## src/rtl/alu_issue_ctrl_pkg.sv

```systemverilog
// Shared definitions for the ALU issue controller slice.
// Holds the FSM state encoding, the result class codes, the named ALU
// opcodes and the opcode -> class decode function that mirrors the
// priority order of the ALU result mux.
package alu_issue_ctrl_pkg;

    typedef enum logic [1:0] {
        ST_IDLE = 2'd0,
        ST_EXEC = 2'd1,
        ST_DONE = 2'd2
    } state_t;

    localparam logic [1:0] CLS_ARITH = 2'd0;
    localparam logic [1:0] CLS_LOGIC = 2'd1;
    localparam logic [1:0] CLS_CMP   = 2'd2;
    localparam logic [1:0] CLS_SHIFT = 2'd3;

    localparam logic [3:0] OP_ADD = 4'b0000;
    localparam logic [3:0] OP_SUB = 4'b0001;
    localparam logic [3:0] OP_INC = 4'b0010;
    localparam logic [3:0] OP_AND = 4'b0011;
    localparam logic [3:0] OP_OR  = 4'b0100;
    localparam logic [3:0] OP_XOR = 4'b0101;
    localparam logic [3:0] OP_NOT = 4'b0110;
    localparam logic [3:0] OP_EQ  = 4'b0111;
    localparam logic [3:0] OP_ADC = 4'b1000;
    localparam logic [3:0] OP_LT  = 4'b1001;
    localparam logic [3:0] OP_GT  = 4'b1010;
    localparam logic [3:0] OP_LTU = 4'b1011;
    localparam logic [3:0] OP_SHL = 4'b1100;
    localparam logic [3:0] OP_SHR = 4'b1101;
    localparam logic [3:0] OP_GTU = 4'b1110;
    localparam logic [3:0] OP_NE  = 4'b1111;

    // Every one of the 16 codes is legal; anything not arith/logic/shift
    // lands in the compare group, exactly as the ALU mux falls through.
    function automatic logic [1:0] op_class(input logic [3:0] op);
        logic [1:0] cls;
        case (op)
            OP_ADD, OP_SUB, OP_INC, OP_ADC: cls = CLS_ARITH;
            OP_AND, OP_OR, OP_XOR, OP_NOT:  cls = CLS_LOGIC;
            OP_SHL, OP_SHR:                 cls = CLS_SHIFT;
            default:                        cls = CLS_CMP;
        endcase
        return cls;
    endfunction

endpackage

```

## src/rtl/alu_op_classify.sv

```systemverilog
// Combinational opcode -> result class decoder.
// Ports:
//   op  - 4-bit ALU opcode
//   cls - 2-bit class: 0 arith, 1 logic, 2 cmp, 3 shift
module alu_op_classify
    import alu_issue_ctrl_pkg::*;
(
    input  logic [3:0] op,
    output logic [1:0] cls
);

    // Pure decode of the opcode into its functional class.
    always_comb begin
        cls = op_class(op);
    end

endmodule

```

## src/rtl/alu_issue_ctrl.sv

```systemverilog
// Front-end issue controller for the 8-bit ALU.
// Accepts one op per instr valid/ready handshake, holds op_sel/operands
// stable for ALU_LAT cycles, samples the ALU result and returns it, tagged
// with its class, on the res valid/ready handshake.
// Ports:
//   clk, rst_n                      - clock, async active-low reset
//   instr_valid/ready, instr_op/a/b - operation request channel
//   alu_op_sel, alu_a, alu_b        - registered ALU inputs
//   alu_result                      - combinational ALU result
//   res_valid/ready, res_data/class - result channel
//   busy                            - high while in EXEC or DONE
//   op_count                        - results consumed, wraps silently
module alu_issue_ctrl
    import alu_issue_ctrl_pkg::*;
#(
    parameter int ALU_LAT = 1,
    parameter int COUNT_W = 16
) (
    input  logic               clk,
    input  logic               rst_n,
    input  logic               instr_valid,
    output logic               instr_ready,
    input  logic [3:0]         instr_op,
    input  logic [7:0]         instr_a,
    input  logic [7:0]         instr_b,
    output logic [3:0]         alu_op_sel,
    output logic [7:0]         alu_a,
    output logic [7:0]         alu_b,
    input  logic [7:0]         alu_result,
    output logic               res_valid,
    input  logic               res_ready,
    output logic [7:0]         res_data,
    output logic [1:0]         res_class,
    output logic               busy,
    output logic [COUNT_W-1:0] op_count
);

    localparam logic [3:0] LAT_INIT = 4'(ALU_LAT - 1);

    state_t             state_r;
    state_t             state_nxt_s;
    logic [3:0]         cnt_r;
    logic [3:0]         alu_op_sel_r;
    logic [7:0]         alu_a_r;
    logic [7:0]         alu_b_r;
    logic               res_valid_r;
    logic [7:0]         res_data_r;
    logic [1:0]         res_class_r;
    logic               busy_r;
    logic [COUNT_W-1:0] op_count_r;

    logic               ready_s;
    logic               accept_s;
    logic               load_s;
    logic               capture_s;
    logic               consume_s;
    logic [1:0]         cls_s;

    alu_op_classify u_classify (
        .op  (alu_op_sel_r),
        .cls (cls_s)
    );

    // Ready is combinational on res_ready so a new op can be latched on
    // the same edge that the pending result is consumed.
    always_comb begin
        ready_s  = (state_r == ST_IDLE) || ((state_r == ST_DONE) && res_ready);
        accept_s = instr_valid && ready_s;
    end

    // Next-state and datapath strobes for the IDLE/EXEC/DONE sequencer.
    always_comb begin
        state_nxt_s = state_r;
        load_s      = 1'b0;
        capture_s   = 1'b0;
        consume_s   = 1'b0;
        case (state_r)
            ST_IDLE: begin
                if (accept_s) begin
                    load_s      = 1'b1;
                    state_nxt_s = ST_EXEC;
                end else begin
                    state_nxt_s = ST_IDLE;
                end
            end
            ST_EXEC: begin
                if (cnt_r == 4'd0) begin
                    capture_s   = 1'b1;
                    state_nxt_s = ST_DONE;
                end else begin
                    state_nxt_s = ST_EXEC;
                end
            end
            ST_DONE: begin
                if (res_ready) begin
                    consume_s = 1'b1;
                    if (accept_s) begin
                        load_s      = 1'b1;
                        state_nxt_s = ST_EXEC;
                    end else begin
                        state_nxt_s = ST_IDLE;
                    end
                end else begin
                    state_nxt_s = ST_DONE;
                end
            end
            default: begin
                state_nxt_s = ST_IDLE;
            end
        endcase
    end

    // State register; busy is registered from the next state so it tracks
    // EXEC/DONE without a combinational path.
    always_ff @(posedge clk or negedge rst_n) begin
        if (!rst_n) begin
            state_r <= ST_IDLE;
            busy_r  <= 1'b0;
        end else begin
            state_r <= state_nxt_s;
            busy_r  <= (state_nxt_s != ST_IDLE);
        end
    end

    // Operand launch registers and the latency wait counter.
    always_ff @(posedge clk or negedge rst_n) begin
        if (!rst_n) begin
            alu_op_sel_r <= 4'd0;
            alu_a_r      <= 8'd0;
            alu_b_r      <= 8'd0;
            cnt_r        <= 4'd0;
        end else if (load_s) begin
            alu_op_sel_r <= instr_op;
            alu_a_r      <= instr_a;
            alu_b_r      <= instr_b;
            cnt_r        <= LAT_INIT;
        end else if ((state_r == ST_EXEC) && (cnt_r != 4'd0)) begin
            cnt_r <= cnt_r - 4'd1;
        end
    end

    // Result capture/hold and the consumed-result counter.
    always_ff @(posedge clk or negedge rst_n) begin
        if (!rst_n) begin
            res_valid_r <= 1'b0;
            res_data_r  <= 8'd0;
            res_class_r <= 2'd0;
            op_count_r  <= '0;
        end else begin
            if (capture_s) begin
                res_valid_r <= 1'b1;
                res_data_r  <= alu_result;
                res_class_r <= cls_s;
            end else if (consume_s) begin
                // Data and class deliberately keep their last values.
                res_valid_r <= 1'b0;
            end
            if (consume_s) begin
                op_count_r <= op_count_r + {{(COUNT_W-1){1'b0}}, 1'b1};
            end
        end
    end

    assign instr_ready = ready_s;
    assign alu_op_sel  = alu_op_sel_r;
    assign alu_a       = alu_a_r;
    assign alu_b       = alu_b_r;
    assign res_valid   = res_valid_r;
    assign res_data    = res_data_r;
    assign res_class   = res_class_r;
    assign busy        = busy_r;
    assign op_count    = op_count_r;

endmodule

```

## config.mk

```make
export PLATFORM = sky130hd
export DESIGN_NAME = alu_issue_ctrl
export DESIGN_NICKNAME = d
export VERILOG_FILES = /design/src/rtl/alu_issue_ctrl_pkg.sv /design/src/rtl/alu_op_classify.sv /design/src/rtl/alu_issue_ctrl.sv
export SDC_FILE = /design/constraint.sdc
export NUM_CORES = 1
export LEC_CHECK = 0
export CAP_MARGIN = 20
export CORE_UTILIZATION = 32
export CTS_BUF_LIST = sky130_fd_sc_hd__clkbuf_8
export DETAILED_ROUTE_END_ITERATION = 16
export PLACE_DENSITY_LB_ADDON = 0.1
export RECOVER_POWER = 25
export SYNTH_ARGS = -nofsm -noshare
export SYNTH_HDL_FRONTEND = slang
export SYNTH_SLANG_ARGS = --single-unit
```

## constraint.sdc

```tcl
create_clock -name clk -period 1.5 [get_ports clk]
set_input_delay 0.225 -clock clk [delete_from_list [all_inputs] [get_ports clk]]
set_output_delay 0.225 -clock clk [all_outputs]
set_load 0.01 [all_outputs]
```

==> summary.txt, run 1 <==
Ys flop type: dfrtp_1
Worst Reg-to-Reg Cells: 4
Final worst setup slack: 0.03157 ns
Mean Syn Cell Area: 13.48 sq um
CTS root buffer: clkbuf_8
Critical path class: reg -> reg
Reg2reg start: state_r[0]
Gr usage total: 14.24%
Post-synthesis sequential area ratio: 59.31%
Die extent in x: 86.38 um
DR iter-0 viols: 39
I/O Buffers: 80
Tmin final: 1.468 ns
Status: completed
Arrival @ worst endpoint: 1.67 ns
Final WL: 4.892 mm
Area growth syn-to-layout: 60.35%
Mapped Area: 2278 sq um
Critical-path cell list: buf_4 -> nor3b_4 -> buf_12 -> mux2_2
Largest net degree at the start of global routing: 35
Final Skew: 0.01034 ns
Dominant cells by area after synthesis: dfrtp_1 (59%), mux2_2 (14%), xnor2_1 (3.8%)
Crit path largest cell delay: 0.44 ns
RR Endpoint: alu_a[4]
Pre-CTS worst setup slack: -0.3227 ns
Syn nets: 204
Buf/Inv on CP: 2
CTS H-Tree Depth: 2
Syn Inst Count: 169
Clock-pin transition on the worst setup and hold timing paths: 0.09 ns
Gr ovfl total: 0
Placeable Area: 6832 sq um
CP max-delay cell: dfrtp_2
Slew HR: 42.81%
Die Height: 86.38 um
Crit start category: flop
Post-synthesis register bit count: 54
Leak: 0.001765 uW
Post-synthesis async set-or-reset flop share: 100.0%
Max Cap Viol: 0
R2R Setup Slk: 0.03 ns
RSZ-0062 raised after global routing: yes
# diodes: 0
DRC viols: 0
Synth top area share: 59.31%
Most common cell in the synthesized netlist: dfrtp_1
Worst Tran Pin Value: 0.8579 ns
P per Cell Area: 1764 nW/um^2
Yosys Warn Count: 0
DRT Pass-1 Iters: 2
Final Hold Vio Count: 0
Num Clock Sinks: 54
Final Wtd Congestion: 0.7349
Initial antenna violation count: 0
Vias in the first global route: 1730
Vias: 1657
Io pins: 81
Share of cells above drive strength 1: 30.69%
Total Neg Setup Slack: 0 ns
Post-DP HPWL: 3.380 mm
Fmax: 681.0 MHz
Period utilization: 97.90%
Max-slew violations: 0
Post-synth EDFFs: 0
Tot Pwr: 6444 uW
Worst EP required: 1.70 ns
Peak supply drop: 783.6 uV
Wire per inst: 12.67 um
Min-Delay Path Class: in -> reg
Number of CTS-inserted buffers: 5
Delay-heaviest family, CP: flip-flops
Clock Latency Late Sink: 0.31 ns
Initial Utilization: 33.35%
CTS tree: yes
CP Max Fanout: 25
Antenna-violating nets left: 0
First-pass GRT wire length: 8.197 mm
Drt via density: 4.293
Most frequent cells after synthesis: dfrtp_1 (54), mux2_2 (29), nor2_1 (13), xnor2_1 (10)
# nets final: 324
DIE AREA: 7462 sq um
Final setup fails: 0
HP Start: res_ready
WHS Path Cells: 2
Largest area contributor in the netlist: dfrtp_1
Standard-cell rows: 30
Synth cell types: 29
Hold endpoint: state_r[1]
Endpoint type of the worst setup path: flop
Maximum buffer depth of the clock tree: 2
-- layout make-up --
| type | instances | area, sq um |
|---|---|---|
| sequential | 54 | 1354 |
| timing repair buffer | 116 | 1105 |
| inverter | 4 | 15.01 |
| fill | 639 | 3178 |
| clock inverter | 3 | 68.82 |
| clock buffer | 5 | 68.82 |
| tap | 96 | 120.1 |
| multi-input combinational | 108 | 922.1 |
-- worst register-to-register path: cells and delay by family, from the launching register on --
family / cells / cell delay (ns)
simple gates: 1 / 0.20
buf+inv: 2 / 0.36
mux: 1 / 0.35
flops: 1 / 0.44
-- kinds of logic (layout without fill, tap and decap cells) --
logic type | count (synthesis) | after routing | share of synthesized area, %
flip-flops | 54 | 54 | 59.31
AND/OR/NAND/NOR | 49 | 49 | 13.18
multiplexers | 29 | 29 | 14.33
XOR/XNOR | 18 | 18 | 6.919
AO/OA/AOI/OAI | 9 | 9 | 2.471
buffers and inverters | 7 | 128 | 2.141
adder cells (fa/ha/maj) | 3 | 3 | 1.648
-- where the power goes --
part	internal (uW)	leakage, uW	switching (uW)
Combinational	1830	0.00103	1150
Clock	669	0.0000683	492
Sequential	2000	0.000668	297
Total	4500	0.00177	1940
-- state kept, by name (all words and copies together), names as in the netlist --
name / count
op_count: 16
alu_a: 8
alu_b: 8
res_data: 8
alu_op_sel: 4
cnt_r: 4
res_class: 2
state_r: 2
busy: 1
res_valid: 1
-- stage by stage --
| stage | cell area, sq um | hold WS (ns) | util [%] | instances |
|---|---|---|---|---|
| global route | 3654 | 0.4157 | 53.48 | 386 |
| floorplan | 2298 | -0.07059 | - | 169 |
| global placement | 3276 | 0.2245 | 47.95 | 353 |
| detailed placement | 3276 | 0.2180 | 47.95 | 353 |
| CTS | 3548 | 0.3880 | 51.94 | 379 |
| finish | 3654 | 0.3978 | 53.48 | 386 |
-- repair_timing --
item / in CTS / in global routing
pin swaps: 4 / 4
resized for setup: 4 / 21
setup endpoints to repair: 17 / 27
hold buffers: 1 / 0
gates cloned: 0 / 0
hold endpoints to repair: 54 / 0
setup buffers: 18 / 7
-- worst max path at each step --
| stage | start | endpoint | slack [ns] | cells after the start |
|---|---|---|---|---|
| 2_1_floorplan | state_r[1] | alu_a[0] | -0.02 | 4 |
| 3_3_place_gp | res_ready | op_count[15] | -0.30 | 5 |
| 3_5_place_dp | res_ready | alu_op_sel[2] | -0.32 | 5 |
| 4_1_cts | op_count[0] | op_count[15] | 0.0006 | 5 |
| 5_1_grt | rst_n | op_count[4] | -0.01 | 3 |
| 6_report | state_r[0] | alu_a[4] | 0.03 | 4 |
-- routing by layer --
metal  routed length, um  part of all wire, %  track usage (%)  up-vias
met1                2315                   47            18.68      787
li1                    -                    -                -      816
met4                  98                  2.0            5.455        0
met3                 246                  5.0            3.619        7
met2                2231                   46            22.73       47
met5                   0                    0                0        -
-- cells in the final DEF (no fill, tap or decap), types with 3 or more instances in the layout --
cell | netlist | final
dlymetal6s2s_1 | 0 | 12
mux2_4 | 0 | 3
clkdlybuf4s50_1 | 0 | 64
clkbuf_8 | 0 | 5
xor2_1 | 8 | 8
nand2_1 | 9 | 8
dlygate4sd2_1 | 0 | 3
mux2_2 | 29 | 26
nand4_1 | 3 | 3
and3_1 | 4 | 3
dfrtp_1 | 54 | 52
inv_1 | 4 | 3
xnor2_1 | 10 | 10
nor2_1 | 13 | 12
o21ai_0 | 4 | 4
nand3_1 | 9 | 7
buf_4 | 0 | 31
Power figures use the tool's default switching activity.
==> run 2, diff against run 1 <==
- ABC_AREA: default -> 1
- GPL_TIMING_DRIVEN: default -> 0
==> run 2 against run 1 <==
Sequential cell count did not move. Utilization fell by 3.5 points. Critical path type is now reg -> out. Largest power group unchanged. Maximum frequency rose by 1.3%. Sequential power barely moved. Clock power fell by 35%. Synthesized cell count rose by 54%. Critical path depth fell by 3. Final cell count rose by 19%. Total power fell by 15%. Sequential share of layout area rose by 1.6 points. Cell area fell by 4.4%. Die area rose by 3.6%.
==> summary.txt, run 2 <==
Status: completed
First-pass GRT wire length: 8.342 mm (+1.8%)
Ys flop type: dfrtp_1
Endpoint type of the worst setup path: output port
Post-synth EDFFs: 0 (unchanged)
Slew HR: 59.23% (+16 points)
Antenna-violating nets left: 0 (unchanged)
Arrival @ worst endpoint: 1.23 ns (-0.44 ns)
Crit path largest cell delay: 0.55 ns (+0.11 ns)
Standard-cell rows: 30 (unchanged)
Seq pwr share: 41.3% (+5.7 points)
Crit start category: flop
Period utilization: 96.68% (-1.2 points)
Die extent in x: 87.94 um (+1.8%)
P_int: 3566 uW (-21%)
Initial Utilization: 33.85% (+0.50 points)
Buf/Inv on CP: 1 (-1)
Post-synthesis sequential area ratio: 57.17% (-2.1 points)
Post-synthesis register bit count: 54 (unchanged)
Final Hold Vio Count: 0 (unchanged)
Drt via density: 4.300 (+0.17%)
Peak supply drop: 728.2 uV (-7.1%)
Tmin final: 1.450 ns (-0.01829 ns)
Num Clock Sinks: 54 (unchanged)
Switching power: 1930 uW (-0.67%)
Max-slew violations: 0 (unchanged)
# nets final: 399 (+23%)
Clock-pin transition on the worst setup and hold timing paths: 0.09 ns (about the same)
Yosys Warn Count: 0 (unchanged)
Delay-heaviest family, CP: buffers and inverters
Synth cell types: 32 (+10%)
Min-Delay Path Class: in -> reg
DRT Pass-1 Iters: 4 (+2)
Leak: 0.001813 uW (+2.7%)
Maximum buffer depth of the clock tree: 2 (unchanged)
Hold WS: 0.3658 ns (-0.03193 ns)
CTS tree: yes
Syn nets: 296 (+45%)
Largest net degree at the start of global routing: 31 (-11%)
Mapped Area: 2364 sq um (+3.7%)
Clock Latency Late Sink: 0.30 ns (about the same)
Switching part of the total: 35.12% (+5.0 points)
Final worst setup slack: 0.04985 ns (+0.01829 ns)
Pre-CTS worst setup slack: -0.3269 ns (-0.004168 ns)
Most frequent cells after synthesis: nand2_1 (113), dfrtp_1 (54), inv_1 (23), nor2_1 (14)
Placeable Area: 6982 sq um (+2.2%)
Area growth syn-to-layout: 47.75%
Share of cells above drive strength 1: 11.81% (-19 points)
Clock share of power: 13.8% (-4.2 points)
DR iter-0 viols: 44 (+13%)
Largest register FFs: 16 (unchanged)
Final WL: 5.063 mm (+3.5%)
CP Max Fanout: 2 (-92%)
Max Cap Viol: 0 (unchanged)
Worst EP required: 1.27 ns (-0.43 ns)
Dominant cells by area after synthesis: dfrtp_1 (57%), nand2_1 (18%), inv_1 (3.7%)
Design Area, Final: 3492 sq um (-4.4%)
DP Area: 3299 sq um (+0.73%)
Gr usage total: 13.88% (-0.36 points)
Gr ovfl total: 0 (unchanged)
Final Wtd Congestion: 0.7287 (-0.84%)
Most common cell in the synthesized netlist: nand2_1
Number of CTS-inserted buffers: 5 (unchanged)
Initial antenna violation count: 0 (unchanged)
DRC viols: 0 (unchanged)
Syn Inst Count: 261 (+54%)
Synth top area share: 57.17% (-2.1 points)
CTS root buffer: clkbuf_8
Critical path class: reg -> out
Fmax: 689.6 MHz (+1.3%)
Wire per inst: 11.01 um (-13%)
Vias in the first global route: 1869 (+8.0%)
CP max-delay cell: clkdlybuf4s50_1
# diodes: 0 (unchanged)
Most common cell after layout, fill and taps aside: nand2_1
Post-synthesis async set-or-reset flop share: 100.0% (unchanged)
I/O Buffers: 80 (unchanged)
Tot Pwr: 5497 uW (-15%)
Worst Tran Pin Value: 0.6115 ns (-0.2464 ns)
Final Skew: 0.006639 ns (-0.003705 ns)
RSZ-0062 raised after global routing: no
Io pins: 81 (unchanged)
Mean Syn Cell Area: 9.056 sq um (-33%)
Critical-path cell list: clkdlybuf4s50_1
Vias: 1978 (+19%)
Die Height: 87.94 um (+1.8%)
P per Cell Area: 1574 nW/um^2 (-11%)
Commonest non-fill, non-tap cells in the layout: nand2_1 (113), clkdlybuf4s50_1 (69), dfrtp_1 (54)
Largest area contributor in the netlist: dfrtp_1
Final setup fails: 0 (unchanged)
Combinational power share: 44.9% (-1.5 points)
CTS H-Tree Depth: 2 (unchanged)
DIE AREA: 7733 sq um (+3.6%)
Post-DP HPWL: 3.641 mm (+7.7%)
==> run 2: cell types whose count changed after synthesis, sizes merged, moves of 4 or more <==
cell,before,now
mux2,29,0
nor2,13,19
inv,4,24
xnor2,10,6
nand2,9,117
and3,4,0
==> run 2: worst paths after layout <==
kind | from | to | slack (ns) | depth (start not counted)
worst min register to register | res_data[0] | res_data[0] | 0.48 | 2
worst max register to register | cnt_r[0] | res_class[0] | 0.15 | 8
worst max-delay path | alu_a[4] | alu_a[4] | 0.05 | 1
min in group asynchronous | rst_n | op_count[5] | 0.46 | 2
worst min-delay path | res_ready | state_r[1] | 0.37 | 2
max in group asynchronous | rst_n | state_r[1] | 0.22 | 3
==> run 2: cell families after synthesis <==
group / share of synthesized area [%]
XOR/XNOR: 4.394
buffers and inverters: 5.611
adder cells (fa/ha/maj): 1.588
AND/OR/NAND/NOR: 28.11
AO/OA/AOI/OAI: 3.124
flip-flops: 57.17
==> run 2: layout make-up <==
type,count,area (sq um)
fill,683,3490
sequential,54,1351
timing repair buffer,96,927.1
multi-input combinational,177,882.1
tap,96,120.1
inverter,24,90.09
clock buffer,5,68.82
buffer,6,45.04
clock inverter,2,7.507
==> run 2: routing by layer <==
layer,up-vias,global-route usage (%),routed length (um)
met5,-,0,0
met4,0,4.024,33
met3,3,4.430,344
met2,53,23.96,2446
met1,922,16.56,2240
li1,1000,-,-
==> run 2: repair_timing <==
item | in CTS | in global routing
pin swaps | 0 | 0
hold buffers | 1 | 0
buffers inserted | 14 | 0
setup endpoints to repair | 16 | 17
resized for setup | 5 | 9
endpoints found under the hold margin | 24 | 0
==> run 2: through the flow <==
| stage | instances | utilization, % | setup TNS [ns] |
|---|---|---|---|
| final | 460 | 50.02 | 0 |
| after global routing | 460 | 50.02 | 0 |
| after CTS | 460 | 49.98 | 0 |
| after detailed placement | 438 | 47.26 | -3.552 |
| after global placement | 437 | 47.04 | -88.40 |
| after floorplan | 261 | - | 0 |
==> run 2: power groups by stage <==
stage               Sequential [uW]  Clock (uW)  Combinational [uW]
floorplan                      2510           0                 954
global placement               2330           0                2410
detailed placement             2320           0                2440
CTS                            2280         802                2520
global route                   2330         851                2760
finish                         2270         756                2470
==> run 3, diff against run 2 <==
- ABC_AREA: 1 -> 0
==> run 3 against run 2 <==
Total power rose by 9.9%. Critical path type is now reg -> reg. Die area fell by 3.5%. Register-to-register slack got worse by 0.11 ns. Combinational power rose by 19%. Wire length fell by 3.7%. First-iteration DRC count rose by 55%. Sequential power barely moved. Global-route usage fell by 0.51 points. Maximum frequency fell by 0.65%.
==> summary.txt, run 3 (synthesis gave the netlist of run 1 again) <==
Status: completed
Final worst setup slack: 0.04036 ns (-0.009490 ns)
Largest register FFs: 16 (unchanged)
Period utilization: 97.31% (+0.63 points)
Leak: 0.001653 uW (-8.8%)
Area of the multi-input gates: 933.4 sq um (+5.8%)
CTS root buffer: clkbuf_8
DRC viols: 0 (unchanged)
Commonest non-fill, non-tap cells in the layout: clkdlybuf4s50_1 (68), dfrtp_1 (52), mux2_2 (27), buf_4 (27), nor2_1 (12)
Final setup fails: 0 (unchanged)
Io pins: 81 (unchanged)
Seq pwr share: 38.1% (-3.2 points)
Arrival @ worst endpoint: 1.66 ns (+0.43 ns)
Final Skew: 0.009039 ns (+0.002400 ns)
Worst Tran Pin Value: 0.5363 ns (-0.07522 ns)
Most common cell after layout, fill and taps aside: clkdlybuf4s50_1
Antenna-violating nets left: 0 (unchanged)
# diodes: 0 (unchanged)
Gr ovfl total: 0 (unchanged)
Crit start category: flop
Standard-cell rows: 30 (unchanged)
Clock-pin transition on the worst setup and hold timing paths: 0.09 ns (about the same)
Endpoint type of the worst setup path: flop
CP Max Fanout: 4 (+2)
Largest net degree at the start of global routing: 40 (+29%)
Setup crit start: cnt_r[1]
Slew HR: 64.25% (+5.0 points)
Post-DP HPWL: 3.391 mm (-6.9%)
Initial antenna violation count: 0 (unchanged)
RSZ-0062 raised after global routing: yes
# nets final: 320 (-20%)
Gr usage total: 13.38% (-0.51 points)
Vias: 1650 (-17%)
Placed Cells incl. Taps: 346 (-21%)
Layout fillers: 636 (-6.9%)
Final WL: 4.874 mm (-3.7%)
First-pass GRT wire length: 7.790 mm (-6.6%)
Wire per inst: 12.79 um (+16%)
Max-slew violations: 0 (unchanged)
Crit path largest cell delay: 0.41 ns (-0.14 ns)
Clock share of power: 13.2% (-0.6 points)
Maximum buffer depth of the clock tree: 2 (unchanged)
Fmax: 685.1 MHz (-0.65%)
DRT Pass-1 Iters: 3 (-1)
Drt via density: 4.331 (+0.71%)
Share of cells above drive strength 1: 29.82% (+18 points)
Num Clock Sinks: 54 (unchanged)
Reg2reg start: cnt_r[1]
Min-Delay Path Class: in -> async
Final Wtd Congestion: 0.6987 (-4.1%)
Max Cap Viol: 0 (unchanged)
Switching power: 1932 uW (about the same)
Final Hold Vio Count: 0 (unchanged)
I/O Buffers: 80 (unchanged)
Peak supply drop: 807.1 uV (+11%)
Register area: 1354 sq um (+0.19%)
Tmin final: 1.460 ns (+0.009490 ns)
P per Cell Area: 1697 nW/um^2 (+7.8%)
Die Height: 86.38 um (-1.8%)
CTS H-Tree Depth: 2 (unchanged)
Vias in the first global route: 1580 (-15%)
Clock Latency Late Sink: 0.30 ns (about the same)
P_int: 4111 uW (+15%)
Worst EP required: 1.70 ns (+0.43 ns)
Die extent in x: 86.38 um (-1.8%)
Number of CTS-inserted buffers: 5 (unchanged)
Combinational power share: 48.7% (+3.8 points)
Critical path class: reg -> reg
DR iter-0 viols: 68 (+55%)
Area growth syn-to-layout: 56.29%
CP max-delay cell: dfrtp_1
Critical-path cell list: inv_2 -> ha_4 -> or3b_4 -> nand2_2 -> xnor2_1 -> nor2_1
Placeable Area: 6832 sq um (-2.2%)
Pre-CTS worst setup slack: -0.5718 ns (-0.2449 ns)
Non-filler instance count after layout: 381 (-17%)
DIE AREA: 7462 sq um (-3.5%)
Initial Utilization: 33.35% (-0.50 points)
CTS tree: yes
Switching part of the total: 31.97% (-3.1 points)
[run 3: repair_timing]
action / CTS / global route
buffers inserted: 17 / 11
gates cloned: 0 / 0
resized for setup: 10 / 14
pin swaps: 2 / 8
hold buffers: 1 / 0
endpoints found under the setup margin: 48 / 27
hold endpoints to repair: 15 / 0
[run 3: stage by stage]
step | util (%) | TNS, ns | instance area, sq um | total power, uW | hold slack (ns)
detailed placement | 47.34 | -15.61 | 3234 | 5054 | 0.1827
finish | 52.12 | 0 | 3561 | 6043 | 0.3672
global route | 52.12 | -0.1023 | 3561 | 6446 | 0.3971
floorplan | - | -0.2920 | 2298 | 3719 | -0.07059
global placement | 47.12 | -101.07 | 3219 | 5011 | 0.4594
CTS | 50.64 | 0 | 3460 | 6031 | 0.3884
[run 3: critical path: cells and delay by family, from the launching register on]
family        cells  cell delay [ns]
simple gates      3             0.59
flops             1             0.41
fa+ha+maj         1             0.15
xor+xnor          1             0.12
buf+inv           1             0.09
[run 3: layout make-up]
class | instances | share of cell area, %
buffer | 2 | 0.7379
clock buffer | 5 | 1.933
inverter | 4 | 0.4216
clock inverter | 2 | 0.3865
multi-input combinational | 108 | 26.21
sequential | 54 | 38.02
tap | 96 | 3.373
timing repair buffer | 110 | 28.92
[run 3: worst paths after layout]
kind / to / slack (ns) / cells after the start
max in group asynchronous: op_count[4] / 0.21 / 3
min in group clk: state_r[1] / 0.41 / 2
setup / recovery: cnt_r[0] / 0.04 / 6
setup reg to reg: cnt_r[0] / 0.04 / 6
hold reg to reg: op_count[15] / 0.46 / 1
hold / removal: op_count[12] / 0.37 / 2
[run 3: metal layers]
layer / part of all wire, % / wire [um] / global-route usage [%] / vias to the layer above
li1: - / - / - / 811
met1: 45 / 2206 / 17.69 / 792
met2: 49 / 2402 / 22.22 / 45
met3: 5.2 / 255 / 3.524 / 2
met4: 0.21 / 10 / 2.727 / 0
met5: 0 / 0 / 0 / -
[run 3: power groups by stage]
stage	Sequential, uW	Clock, uW	Combinational (uW)
final	2300	796	2940
after global routing	2380	887	3180
after detailed placement	2390	0	2660
after floorplan	2590	0	1130
after global placement	2380	0	2630
after CTS	2310	829	2900
